**src/rtl/trng_fifo_pkg.sv**
```systemverilog
// Shared types and constants for the TRNG SRAM ring-buffer FIFO controller.
package trng_fifo_pkg;

    typedef enum logic [1:0] {
        RD_IDLE = 2'd0,
        RD_REQ  = 2'd1,
        RD_CAP  = 2'd2
    } rd_state_t;

    localparam int unsigned SRAM_DEPTH_MAX = 512;
    localparam logic [3:0]  MASK_ALL       = 4'hF;
    localparam logic        CSB_IDLE       = 1'b1;

endpackage

```
**src/rtl/trng_rep_check.sv**
```systemverilog
// Repetition test: flags an accepted TRNG word identical to the previous accepted word.
// Sticky error flag clears only on reset.
module trng_rep_check #(
    parameter int unsigned DATA_W = 32
) (
    input  logic              clk_i,
    input  logic              rst_i,
    input  logic              accept_i,
    input  logic [DATA_W-1:0] data_i,
    output logic              repeat_o,
    output logic              rep_err_o
);

    logic [DATA_W-1:0] prev_q, prev_d;
    logic              prev_vld_q, prev_vld_d;
    logic              err_q, err_d;

    assign repeat_o  = accept_i & prev_vld_q & (data_i == prev_q);
    assign rep_err_o = err_q;

    always_comb begin
        prev_d     = prev_q;
        prev_vld_d = prev_vld_q;
        err_d      = err_q | repeat_o;
        if (accept_i) begin
            prev_d     = data_i;
            prev_vld_d = 1'b1;
        end
    end

    always_ff @(posedge clk_i) begin
        if (rst_i) begin
            prev_q     <= '0;
            prev_vld_q <= 1'b0;
            err_q      <= 1'b0;
        end else begin
            prev_q     <= prev_d;
            prev_vld_q <= prev_vld_d;
            err_q      <= err_d;
        end
    end

endmodule

```
**src/rtl/trng_sram_fifo_ctrl.sv**
```systemverilog
// Ring-buffer FIFO controller between the TRNG wrapper and a dual-port SRAM macro.
// Define TRNG_REPEAT_CHECK_EN to drop repeated words and raise a sticky rep_err_o.
module trng_sram_fifo_ctrl
    import trng_fifo_pkg::*;
#(
    parameter int unsigned DEPTH  = 512,
    parameter int unsigned ADDR_W = 9,
    parameter int unsigned DATA_W = 32
) (
    input  logic              wb_clk_i,
    input  logic              wb_rst_i,
    input  logic              trng_valid_i,
    input  logic [DATA_W-1:0] trng_data_i,
    output logic              trng_ready_o,
    input  logic              pop_i,
    output logic              pop_valid_o,
    output logic [DATA_W-1:0] pop_data_o,
    output logic [ADDR_W:0]   level_o,
    output logic              full_o,
    output logic              empty_o,
    output logic              rep_err_o,
    output logic              sram_csb_b,
    output logic              sram_web_b,
    output logic [3:0]        sram_mask_b,
    output logic [ADDR_W-1:0] sram_addr_b,
    output logic [DATA_W-1:0] sram_din_b,
    output logic              sram_csb_a,
    output logic [ADDR_W-1:0] sram_addr_a,
    input  logic [DATA_W-1:0] sram_dout_a
);

    localparam int unsigned DepthEff = (DEPTH > SRAM_DEPTH_MAX) ? SRAM_DEPTH_MAX : DEPTH;
    localparam logic [ADDR_W-1:0] LastPtr = ADDR_W'(DepthEff - 1);
    localparam logic [ADDR_W:0]   DepthL  = (ADDR_W + 1)'(DepthEff);

    function automatic logic [ADDR_W-1:0] ptr_inc(input logic [ADDR_W-1:0] p);
        return (p == LastPtr) ? '0 : p + 1'b1;
    endfunction

    rd_state_t         state_q, state_d;
    logic [ADDR_W-1:0] wr_ptr_q, wr_ptr_d, rd_ptr_q, rd_ptr_d;
    logic [ADDR_W:0]   level_q, level_d;
    logic              full_q, full_d, empty_q, empty_d, ready_q, ready_d;
    logic              csb_a_q, csb_a_d;
    logic [ADDR_W-1:0] addr_a_q, addr_a_d;
    logic              pop_valid_q, pop_valid_d;
    logic [DATA_W-1:0] pop_data_q, pop_data_d;
    logic              csb_b_q, csb_b_d, web_b_q, web_b_d;
    logic [3:0]        mask_b_q, mask_b_d;
    logic [ADDR_W-1:0] addr_b_q, addr_b_d;
    logic [DATA_W-1:0] din_b_q, din_b_d;

    logic push_acc, push_store, pop_acc;

    assign push_acc = trng_valid_i & ready_q;
    assign pop_acc  = (state_q == RD_IDLE) & pop_i & ~empty_q;

`ifdef TRNG_REPEAT_CHECK_EN
    logic is_repeat;

    trng_rep_check #(
        .DATA_W (DATA_W)
    ) u_rep_check (
        .clk_i     (wb_clk_i),
        .rst_i     (wb_rst_i),
        .accept_i  (push_acc),
        .data_i    (trng_data_i),
        .repeat_o  (is_repeat),
        .rep_err_o (rep_err_o)
    );

    // A repeated word is still accepted (ready stays high) but never stored.
    assign push_store = push_acc & ~is_repeat;
`else
    assign push_store = push_acc;
    assign rep_err_o  = 1'b0;
`endif

    // Write path and occupancy
    always_comb begin
        wr_ptr_d = wr_ptr_q;
        csb_b_d  = CSB_IDLE;
        web_b_d  = 1'b1;
        mask_b_d = '0;
        addr_b_d = addr_b_q;
        din_b_d  = din_b_q;
        if (push_store) begin
            csb_b_d  = 1'b0;
            web_b_d  = 1'b0;
            mask_b_d = MASK_ALL;
            addr_b_d = wr_ptr_q;
            din_b_d  = trng_data_i;
            wr_ptr_d = ptr_inc(wr_ptr_q);
        end
        level_d = level_q;
        case ({push_store, pop_acc})
            2'b10:   level_d = level_q + 1'b1;
            2'b01:   level_d = level_q - 1'b1;
            default: level_d = level_q;
        endcase
        full_d  = (level_d == DepthL);
        empty_d = (level_d == '0);
        ready_d = ~full_d;
    end

    // Read FSM: state register
    always_ff @(posedge wb_clk_i) begin
        if (wb_rst_i) begin
            state_q <= RD_IDLE;
        end else begin
            state_q <= state_d;
        end
    end

    // Read FSM: next state
    always_comb begin
        state_d = state_q;
        unique case (state_q)
            RD_IDLE: if (pop_acc) state_d = RD_REQ;
            RD_REQ:  state_d = RD_CAP;
            RD_CAP:  state_d = RD_IDLE;
            default: state_d = RD_IDLE;
        endcase
    end

    // Read FSM: registered outputs; csb_a goes low for the RD_REQ cycle
    always_comb begin
        csb_a_d     = CSB_IDLE;
        addr_a_d    = addr_a_q;
        rd_ptr_d    = rd_ptr_q;
        pop_valid_d = 1'b0;
        pop_data_d  = pop_data_q;
        if (pop_acc) begin
            csb_a_d  = 1'b0;
            addr_a_d = rd_ptr_q;
            rd_ptr_d = ptr_inc(rd_ptr_q);
        end
        if (state_q == RD_CAP) begin
            pop_data_d  = sram_dout_a;
            pop_valid_d = 1'b1;
        end
    end

    always_ff @(posedge wb_clk_i) begin
        if (wb_rst_i) begin
            wr_ptr_q    <= '0;
            rd_ptr_q    <= '0;
            level_q     <= '0;
            full_q      <= 1'b0;
            empty_q     <= 1'b1;
            ready_q     <= 1'b1;
            csb_a_q     <= CSB_IDLE;
            addr_a_q    <= '0;
            pop_valid_q <= 1'b0;
            pop_data_q  <= '0;
            csb_b_q     <= CSB_IDLE;
            web_b_q     <= 1'b1;
            mask_b_q    <= '0;
            addr_b_q    <= '0;
            din_b_q     <= '0;
        end else begin
            wr_ptr_q    <= wr_ptr_d;
            rd_ptr_q    <= rd_ptr_d;
            level_q     <= level_d;
            full_q      <= full_d;
            empty_q     <= empty_d;
            ready_q     <= ready_d;
            csb_a_q     <= csb_a_d;
            addr_a_q    <= addr_a_d;
            pop_valid_q <= pop_valid_d;
            pop_data_q  <= pop_data_d;
            csb_b_q     <= csb_b_d;
            web_b_q     <= web_b_d;
            mask_b_q    <= mask_b_d;
            addr_b_q    <= addr_b_d;
            din_b_q     <= din_b_d;
        end
    end

    assign trng_ready_o = ready_q;
    assign pop_valid_o  = pop_valid_q;
    assign pop_data_o   = pop_data_q;
    assign level_o      = level_q;
    assign full_o       = full_q;
    assign empty_o      = empty_q;
    assign sram_csb_b   = csb_b_q;
    assign sram_web_b   = web_b_q;
    assign sram_mask_b  = mask_b_q;
    assign sram_addr_b  = addr_b_q;
    assign sram_din_b   = din_b_q;
    assign sram_csb_a   = csb_a_q;
    assign sram_addr_a  = addr_a_q;

endmodule
```
**config.mk**
```make
export PLATFORM = sky130hd
export DESIGN_NAME = trng_sram_fifo_ctrl
export DESIGN_NICKNAME = d
export VERILOG_FILES = /design/src/rtl/trng_fifo_pkg.sv /design/src/rtl/trng_rep_check.sv /design/src/rtl/trng_sram_fifo_ctrl.sv
export SDC_FILE = /design/constraint.sdc
export NUM_CORES = 1
export LEC_CHECK = 0
export BUFFER_PORTS_ARGS = -buffer_cell sky130_fd_sc_hd__buf_2
export CORE_MARGIN = 4
export CORE_UTILIZATION = 36
export CTS_BUF_LIST = sky130_fd_sc_hd__clkbuf_2
export CTS_CLUSTER_SIZE = 40
export DETAILED_ROUTE_END_ITERATION = 10
export REMOVE_ABC_BUFFERS = 1
export SLEW_MARGIN = 20
export SYNTH_ARGS = -nofsm -noshare
export SYNTH_HDL_FRONTEND = slang
export SYNTH_HIERARCHICAL = 1
export SYNTH_SLANG_ARGS = --single-unit
```
**constraint.sdc**
```tcl
create_clock -name wb_clk_i -period 8.1 [get_ports wb_clk_i]
set_input_delay 1.215 -clock wb_clk_i [delete_from_list [all_inputs] [get_ports wb_clk_i]]
set_output_delay 1.215 -clock wb_clk_i [all_outputs]
set_load 0.05 [all_outputs]
```
==> impl_metrics.json, run 1 <==
{
  "status": "finished, final reports clean",
  "switching_share_pct": 35.9,
  "slowest_stage": "ha_1",
  "min_path_type": "reg -> reg",
  "synth_area_leader_cell": "dfxtp_1",
  "numPortBuffers": 170,
  "postRouteAntennaNets": 0,
  "dp.final_hpwl_mm": 8.49,
  "internal-power_uw": 929,
  "ctsHoldBuffers": 0,
  "maxCapViolCount": 0,
  "path_class": "in -> reg",
  "fin_nets": 819,
  "pwr_density_cell_nw_per_um2": 241,
  "drt_first_pass_iters": 4,
  "route.vias.total": 4531,
  "area_delta_synth_final_pct": 24.1,
  "ctsRootBufferMaster": "clkbuf_2",
  "cts_buffer_depth": 2,
  "yosysUniqueCellTypes": 57,
  "arrival_ps": 4780,
  "max_stage_delay_ps": 610,
  "drt_iter0_drc": 262,
  "synth_top_cell_area_share_pct": 49.2,
  "path_clk_slew_ps": 160,
  "clkPwrFrac_pct": 27.9,
  "vias_per_cell": 4.85,
  "pwr-share-seq_pct": 46.1,
  "cp_cell_sequence": "buf_2 > and2_2 > buf_4 > clkinv_1 > buf_4 > ha_1 > inv_1 > nor4_1 > a2111oi_2 > xnor2_1 > nor4_1 > and3_1 > a41o_1",
  "postCtsSetupBuffers": 0,
  "crit_fanout": 54,
  "row_count": 42,
  "fin_crit_ps": 4160,
  "final_hold_viol_count": 0,
  "finClkSkew_ps": 20.3,
  "ff2ff_path_depth": 10,
  "die_x_um": 124,
  "clock_sinks": 119,
  "cts_tree": "built",
  "wl_per_cell_um": 13.1,
  "synth_seq_area_share_pct": 49.2,
  "core_area_sq_um": 13200,
  "grt_start_max_net_pins": 108,
  "synth_area_sq_um": 4840,
  "ir_worst_vdd_uv": 112,
  "fin_hold_ws_ps": 461,
  "grt_usage_pct": 15.6,
  "period_share_pct": 51.4,
  "critPathLaunchType": "primary input",
  "wl_mm": 12.2,
  "grt_pass1_vias": 4169,
  "io_pins": 172,
  "ys_warn_count": 6,
  "start_util_pct": 36.7,
  "async_flop_share_pct": 0,
  "setup_violations": 0,
  "die_area_sq_um": 15400,
  "holdPathStages": 2,
  "slew_headroom_pct": 47.1,
  "gr-total-overflow": 0,
  "final_max_slew_viol_count": 0,
  "cp_num_buf_inv": 5,
  "avgSynthCellArea_sq_um": 8.06,
  "grt_pass1_wl_mm": 19.0,
  "ctsResizeCount": 0,
  "rsz0062_at_grt": "false",
  "drive_gt1_share_pct": 28.1,
  "fmax_ghz": 0.240,
  "gp_congestion": 0.836,
  "finalSetupTns_ps": 0,
  "fillers": 1350,
  "power.switching_uw": 521,
  "cp-end-kind": "flop",
  "synth_seq_cells": 119,
  "power_frac_comb_pct": 26.0,
  "synth_flop_cell": "dfxtp_1",
  "worst_pin_slew_ps": 793,
  "cts_buffers": 17,
  "critical_path.top_delay_family": "simple AND/OR/NAND/NOR gates",
  "r2r_slack_ps": 4190,
  "synth.top_cells.by_area": "dfxtp_1, nand2_1, a21oi_1",
  "clkLatencyLatePin_ps": 660,
  "die_y_um": 124,
  "synth-edff-count": 0,
  "antenna_found_initial": 1,
  "power.leakage_uw": 0.00266,
  "worstPathRequired_ps": 8720,
  "synth_cells": 601,
  "cts-htree-levels": 4,
  "critical_path_cell_count": 13,
  "drc": 0
}
power groups by stage:
stage	clock network (uW)	registers (uW)	logic (uW)
floorplan	0	786	160
global placement	0	680	375
detailed placement	0	682	376
CTS	425	669	378
global route	453	675	409
finish	405	668	377
through the flow:
stage	util, %	power [uW]	instances	cell area (sq um)	worst slack, ps
2_1_floorplan	-	946	553	4630	2540
3_3_place_gp	43.4	1060	901	5720	3370
3_5_place_dp	43.4	1060	901	5730	3340
4_1_cts	45.4	1470	932	5980	4110
5_1_grt	45.5	1540	934	6010	3840
6_report	45.5	1450	934	6010	3940
kinds of logic (layout without fill, tap and decap cells):
kind of cell	Yosys count	after routing	share of synthesized area, %
buffers and inverters	58	214	5.37
other	1	2	0.0774
adders and majority gates	6	6	1.55
xor gates and xnor gates	17	17	3.07
muxes	4	4	0.904
and+or+nand+nor	266	266	24.1
DFF	119	119	49.2
AOI/OAI and AO/OA	130	130	15.8
path summary, 6_finish.rpt:
path | from | to
worst min-delay path | sram_din_b[14] | sram_din_b[14]
worst min register to register | sram_din_b[14] | sram_din_b[14]
worst max-delay path | trng_valid_i | empty_o
worst max register to register | state_q[0] | empty_o
per-layer routing:
layer / share of wire, % / up-vias / track usage (%) / routed length [um]
met3: 7.0 / 13 / 4.86 / 855
li1: - / 2305 / - / -
met4: 1.8 / 0 / 7.32 / 214
met2: 48 / 134 / 26.3 / 5830
met5: 0 / - / 0 / 0
met1: 43 / 2079 / 18.1 / 5300
tightest hold or removal path: stages (launching register included):
cell and delay [ps]:
dfxtp_1 340, nand2_1 50, a21oi_1 50
cells in the mapped netlist (all sizes together) (3+ instances only):
library cell	number
nor2b	4
nor2	27
xor2	11
o211ai	3
mux2i	4
and3	11
inv	8
xnor2	6
nor3	8
dfxtp	119
a21oi	97
or3	4
nor4	3
nand3	6
clkbuf	35
buf	13
a2111oi	3
nand2	180
ha	6
nand4	6
nand2b	3
nand3b	3
o21ai	7
a21o	3
layout make-up:
cell class                 instances  area (sq um)  area share (%)
sequential                       119          2380            39.7
antenna                            1          2.50          0.0417
multi-input combinational        424          2210            36.8
tap                              176           220            3.67
timing repair buffer             173           888            14.8
clock inverter                    12           159            2.65
inverter                          10          50.0           0.833
clock buffer                      19          95.1            1.58
sequential cells by signal (all words and copies together), names as in the netlist:
signal	cells
sram_din_b	32
level_o	10
sram_csb_a	1
full_o	1
trng_ready_o	1
sram_addr_a	9
sram_web_b	1
rd_ptr_q	9
pop_data_o	32
sram_mask_b	1
pop_valid_o	1
state_q	2
empty_o	1
sram_addr_b	9
wr_ptr_q	9
layout by cell type (no fill, tap or decap), types with 4 or more instances in the layout:
| cell | count |
|---|---|
| clkinv_1 | 4 |
| a21oi_1 | 96 |
| buf_2 | 169 |
| bufinv_16 | 4 |
| ha_1 | 6 |
| nor2_1 | 27 |
| dfxtp_1 | 119 |
| clkbuf_2 | 19 |
| nand4_1 | 6 |
| xor2_1 | 11 |
| nor3_1 | 8 |
| o21ai_0 | 7 |
| inv_1 | 8 |
| clkinv_2 | 4 |
| or3_1 | 4 |
| xnor2_1 | 6 |
| nand2_1 | 179 |
| nand3_1 | 6 |
| and3_1 | 11 |
No activity file was read; power rests on OpenSTA's default activity.
==> inputs of run 2 (changes only) <==
--- a/config.mk
+++ b/config.mk
@@ -5,6 +5,7 @@
 export SDC_FILE = /design/constraint.sdc
 export NUM_CORES = 1
 export LEC_CHECK = 0
+export ABC_AREA = 1
 export BUFFER_PORTS_ARGS = -buffer_cell sky130_fd_sc_hd__buf_2
 export CORE_MARGIN = 4
 export CORE_UTILIZATION = 36
==> constraint.sdc (replaced) <==
create_clock -name wb_clk_i -period 4 [get_ports wb_clk_i]
set_input_delay 0.6 -clock wb_clk_i [delete_from_list [all_inputs] [get_ports wb_clk_i]]
set_output_delay 0.6 -clock wb_clk_i [all_outputs]
set_load 0.05 [all_outputs]
==> run 2 against run 1 <==
  * First-iteration DRC count up 9.2%
  * Largest cell class unchanged
  * Largest power group unchanged
  * Synthesized area shrank 0.21%
  * Clock skew grew 3.3 ps
  * Critical endpoint is now trng_ready_o
==> impl_metrics.json, run 2 <==
{
  "cp-end-kind": "flop",
  "drt_first_pass_iters": 4,
  "slew_headroom_pct": 32.4,
  "rsz0062_at_grt": "false",
  "area_delta_synth_final_pct": 25.1,
  "synth-edff-count": 0,
  "async_flop_share_pct": 0,
  "fmax_ghz": 0.381,
  "avgSynthCellArea_sq_um": 7.29,
  "maxCapViolCount": 0,
  "pre_cts_ws_ps": 1030,
  "clkPwrFrac_pct": 30.5,
  "synth_commonest_cells": "nand2_1, dfxtp_1, nor2_1, nand3_1, o21ai_0",
  "io_pins": 172,
  "synth_seq_area_share_pct": 49.3,
  "die_x_um": 124,
  "yosysUniqueCellTypes": 37,
  "final_common_cell": "buf_2",
  "cts-htree-levels": 4,
  "fin_crit_ps": 2620,
  "antenna_found_initial": 0,
  "wl_mm": 12.6,
  "synth_flop_cell": "dfxtp_1",
  "drc": 0,
  "grt_usage_pct": 16.5,
  "route.vias.total": 4632,
  "ctsHoldBuffers": 0,
  "ctsRootBufferMaster": "clkbuf_2",
  "power.leakage_uw": 0.00305,
  "place_area_sq_um": 5800,
  "postCtsSetupBuffers": 0,
  "worst_pin_slew_ps": 1010,
  "fin_hold_ws_ps": 95.6,
  "worstPathRequired_ps": 4580,
  "cts_buffer_depth": 2,
  "cts_tree": "built",
  "postRouteAntennaNets": 0,
  "gr-total-overflow": 0,
  "finClkSkew_ps": 23.7,
  "fin_ws_ps": 1380,
  "min_path_type": "in -> reg",
  "switching_share_pct": 34.1,
  "clkLatencyLatePin_ps": 670,
  "path_class": "reg -> reg",
  "gp_congestion": 0.839,
  "fillers": 1444,
  "ys_warn_count": 6,
  "synth_seq_cells": 119,
  "crit_fanout": 10,
  "setup_violations": 0,
  "synth_cells": 663,
  "drive_gt1_share_pct": 27.1,
  "numPortBuffers": 170,
  "start_util_pct": 36.6,
  "synth_top_cell_area_share_pct": 49.3,
  "synth.top_cells.by_area": "dfxtp_1, nand2_1, nor2_1",
  "power_frac_comb_pct": 20.5,
  "die_y_um": 124,
  "internal-power_uw": 1730,
  "power_uw": 2630,
  "finalSetupTns_ps": 0,
  "arrival_ps": 3210,
  "synth_area_sq_um": 4830,
  "antennaDiodeCount": 0,
  "grt_pass1_wl_mm": 20.2,
  "ir_worst_vdd_uv": 224,
  "clock_sinks": 119,
  "synth_area_leader_cell": "dfxtp_1",
  "critPathLaunchType": "flop",
  "drt_iter0_drc": 286,
  "ctsResizeCount": 0,
  "final_max_slew_viol_count": 0,
  "grt_start_max_net_pins": 44,
  "die_area_sq_um": 15300,
  "grt_pass1_vias": 4268,
  "row_count": 42,
  "pwr-share-seq_pct": 49.1,
  "path_clk_slew_ps": 190,
  "synth.most_common_cell": "nand2_1",
  "fin_nets": 898,
  "mostFrequentLayoutCells": "buf_2, nand2_1, dfxtp_1",
  "final_area_sq_um": 6040,
  "status": "finished, final reports clean",
  "power.switching_uw": 895,
  "cts_buffers": 17,
  "core_area_sq_um": 13200,
  "vias_per_cell": 4.57,
  "final_hold_viol_count": 0,
  "pwr_density_cell_nw_per_um2": 435,
  "period_share_pct": 65.6,
  "dp.final_hpwl_mm": 9.00,
  "wl_per_cell_um": 12.4
}
==> run 2: changes by cell type in the layout (fill, tap and decap cells not counted), moves of 11 or more <==
| cell | previous run | this run |
|---|---|---|
| a21oi_1 | 96 | 11 |
| nor2_1 | 27 | 95 |
| nand3_1 | 6 | 67 |
| o21ai_0 | 7 | 57 |
| inv_1 | 8 | 52 |
| nand2_1 | 179 | 166 |
| and3_1 | 11 | 0 |
==> run 2: power groups by stage <==
stage	registers (uW)	logic (uW)	clock network, uW
floorplan	1490	206	0
finish	1290	537	801
global route	1300	591	888
CTS	1290	542	835
global placement	1310	540	0
detailed placement	1310	540	0
==> run 2: kinds of logic after synthesis <==
family | count (synthesis) | synth area share, %
AOI/OAI and AO/OA | 79 | 8.70
xor gates and xnor gates | 3 | 0.544
adders and majority gates | 6 | 1.55
buffers and inverters | 95 | 7.98
DFF | 119 | 49.3
other | 1 | 0.0776
and+or+nand+nor | 360 | 31.8
==> run 2: layer usage <==
metal  track usage, %  up-vias  wire [um]
met5                0        -          0
met4             4.91        0        103
met3             6.27        9        917
met2             26.3      120       5720
met1             20.8     2074       5850
li1                 -     2429          -
==> run 2: worst paths after layout <==
| path | from | end | slack [ps] | depth (start not counted) |
|---|---|---|---|---|
| setup / recovery | empty_o | trng_ready_o | 1380 | 17 |
| hold reg to reg | rd_ptr_q[7] | rd_ptr_q[7] | 460 | 1 |
| hold / removal | trng_data_i[4] | sram_din_b[4] | 100 | 3 |
| setup reg to reg | empty_o | trng_ready_o | 1380 | 17 |
==> run 2: area by class of cell <==
class | count | area, sq um | area share [%]
Clock buffer | 18 | 90.1 | 1.49
Clock inverter | 14 | 158 | 2.61
Inverter | 61 | 229 | 3.79
Multi-Input combinational cell | 449 | 2070 | 34.2
Sequential cell | 119 | 2380 | 39.4
Tap cell | 176 | 220 | 3.64
Timing Repair Buffer | 176 | 896 | 14.8
==> run 2: worst max-delay path: stages, from the launching register on <==
cell     delay, ps
dfxtp_1        390
nor2_4         260
nand2_1        190
inv_1          170
ha_1           380
nand2_1        140
inv_1           70
nor2_1          40
inv_1           60
nand3_1         90
nand2_1        120
nand2_1         60
nand3_1         80
nand3_1         70
nor2_1          90
nand2_1        110
nor2_4         150
nand3_1         80
==> run 2: metrics by stage <==
stage	utilization [%]	instances
2_1_floorplan	-	629
3_3_place_gp	43.9	981
3_5_place_dp	43.9	981
4_1_cts	45.8	1013
5_1_grt	45.8	1013
6_report	45.8	1013
==> inputs of run 3 (changes only) <==
--- a/config.mk
+++ b/config.mk
@@ -5,7 +5,7 @@
 export SDC_FILE = /design/constraint.sdc
 export NUM_CORES = 1
 export LEC_CHECK = 0
-export ABC_AREA = 1
+export ABC_AREA = 0
 export BUFFER_PORTS_ARGS = -buffer_cell sky130_fd_sc_hd__buf_2
 export CORE_MARGIN = 4
 export CORE_UTILIZATION = 36
==> constraint.sdc (replaced) <==
create_clock -name wb_clk_i -period 2.6 [get_ports wb_clk_i]
set_input_delay 0.39 -clock wb_clk_i [delete_from_list [all_inputs] [get_ports wb_clk_i]]
set_output_delay 0.39 -clock wb_clk_i [all_outputs]
set_load 0.05 [all_outputs]
==> run 3 against run 2 <==
  * The run now ends with negative setup slack left
  * Global-route usage is 2.4 points higher
  * Wire length is 15% higher
  * Setup slack worse by 1600 ps
  * Clock-buffer cell count is 2 higher
  * Critical endpoint is now empty_o
  * Largest cell class unchanged
==> impl_metrics.json, run 3 (synthesized netlist as in run 1, its figures left out) <==
{
  "path_clk_slew_ps": 190,
  "cts_buffers": 17,
  "antenna_found_initial": 1,
  "gr-total-overflow": 0,
  "cts_tree": "built",
  "violations": "negative setup slack",
  "path_class": "reg -> reg",
  "worst_pin_slew_ps": 653,
  "grt_usage_pct": 18.9,
  "ctsRootBufferMaster": "clkbuf_2",
  "finClkSkew_ps": 28.8,
  "cts-htree-levels": 4,
  "drive_gt1_share_pct": 31.5,
  "internal-power_uw": 3180,
  "fillers": 1273,
  "fin_util_pct": 53.4,
  "status": "finished with violations",
  "min_path_type": "in -> reg",
  "slew_headroom_pct": 56.2,
  "die_x_um": 124,
  "crit_fanout": 4,
  "grt_pass1_vias": 5115,
  "setup_violations": 4,
  "pre_cts_ws_ps": -445,
  "drc": 0,
  "final_max_slew_viol_count": 0,
  "numPortBuffers": 170,
  "ir_worst_vdd_uv": 450,
  "cp-end-kind": "flop",
  "power.leakage_uw": 0.00312,
  "final_hold_viol_count": 0,
  "drt_iter0_drc": 277,
  "pwr_density_cell_nw_per_um2": 707,
  "power_uw": 4980,
  "die_y_um": 124,
  "wl_per_cell_um": 14.0,
  "io_pins": 172,
  "place_area_sq_um": 5960,
  "mostFrequentLayoutCells": "nand2_1, buf_2, dfxtp_1",
  "period_share_pct": 107,
  "pwr-share-seq_pct": 41.2,
  "power_frac_comb_pct": 31.9,
  "cts_buffer_depth": 2,
  "gp_congestion": 0.869,
  "fmax_ghz": 0.358,
  "holdPathStages": 2,
  "route.vias.total": 5043,
  "wl_mm": 14.5,
  "clkLatencyLatePin_ps": 690,
  "area_delta_synth_final_pct": 45.5,
  "finalSetupTns_ps": -704,
  "critPathLaunchType": "flop",
  "core_area_sq_um": 13200,
  "grt_pass1_wl_mm": 23.2,
  "grt_start_max_net_pins": 57,
  "row_count": 42,
  "vias_per_cell": 4.88,
  "dp.final_hpwl_mm": 9.34,
  "start_util_pct": 36.7,
  "rsz0062_at_grt": "true",
  "drt_first_pass_iters": 4,
  "ff2ff_path_depth": 12,
  "fin_ws_ps": -193,
  "switching_share_pct": 36.1,
  "r2r-end": "empty_o",
  "fin_crit_ps": 2790,
  "holdPathEnd": "level_o[0]",
  "maxCapViolCount": 0,
  "die_area_sq_um": 15400,
  "arrival_ps": 3420,
  "r2r_slack_ps": -190,
  "clkPwrFrac_pct": 26.9,
  "fin_nets": 916,
  "final_area_sq_um": 7040,
  "min-delay-start": "wb_rst_i",
  "power.switching_uw": 1800,
  "final_common_cell": "nand2_1",
  "postRouteAntennaNets": 0,
  "reg2reg_from": "state_q[1]",
  "clock_sinks": 119,
  "worstPathRequired_ps": 3220
}
==> run 3: cell types whose count changed in the layout (fill, tap and decap cells not counted), sizes merged, moves of 5 or more <==
cell	before	now
nor2	100	27
xnor2	1	6
o21ai	60	7
dlygate4sd3	0	64
buf	176	206
and3	0	11
xor2	2	11
inv	61	8
a21oi	11	97
nand3	69	6
nand2	170	180
==> run 3: routing by layer <==
metal	wire [um]	up-vias	share of wire, %	GRT usage, %
li1	-	2495	-	-
met1	5970	2353	41	21.6
met2	7060	166	49	32.6
met3	1120	29	7.7	5.50
met4	335	0	2.3	8.35
met5	0	-	0	0
==> run 3: how the worst max path moves through the flow <==
stage                  from  endpoint  slack (ps)  depth (start not counted)
3_3_place_gp          pop_i   empty_o        -430                         13
5_1_grt          state_q[1]   empty_o        -300                         12
4_1_cts             empty_o   empty_o        -130                         12
6_report         state_q[1]   empty_o        -190                         12
2_1_floorplan  trng_ready_o   empty_o       -2450                         12
3_5_place_dp          pop_i   empty_o        -440                         13
==> run 3: repair_timing <==
action,CTS,global route
buffers inserted,4,1
hold endpoints to repair,64,0
hold buffers,64,0
gates resized for setup,20,9
pin swaps,10,3
endpoints found under the setup margin,7,7
==> run 3: final cells by class <==
class,count,area [sq um],share of cell area (%)
clock inverter,12,178,2.52
antenna,2,5.00,0.0710
clock buffer,20,100,1.42
inverter,10,50.0,0.710
tap,176,220,3.13
sequential,119,2380,33.9
timing repair buffer,270,1790,25.4
multi-input combinational,424,2320,32.9
==> run 3: through the flow <==
step                cells  hold WS [ps]
floorplan             553           415
global placement      931           428
detailed placement    931           445
CTS                  1030          68.1
global route         1032           133
finish               1033           184
==> run 3: worst max-delay path: stages (launching register included) <==
cell and delay [ps]:
dfxtp_2 360, or4b_4 580, clkinv_8 80, nand2_4 50
xnor2_2 130, ha_2 210, and4_4 180, a221oi_4 310
a2111oi_4 60, a41oi_2 190, xor2_1 210, and3_4 230
a41o_1 140
==> run 3: power by group through the flow <==
stage	Clock [uW]	Combinational, uW	Sequential, uW
after floorplan	0	497	2450
after CTS	1400	1530	2050
after global routing	1470	1720	2070
after detailed placement	0	1370	2090
after global placement	0	1360	2080
final	1340	1590	2050
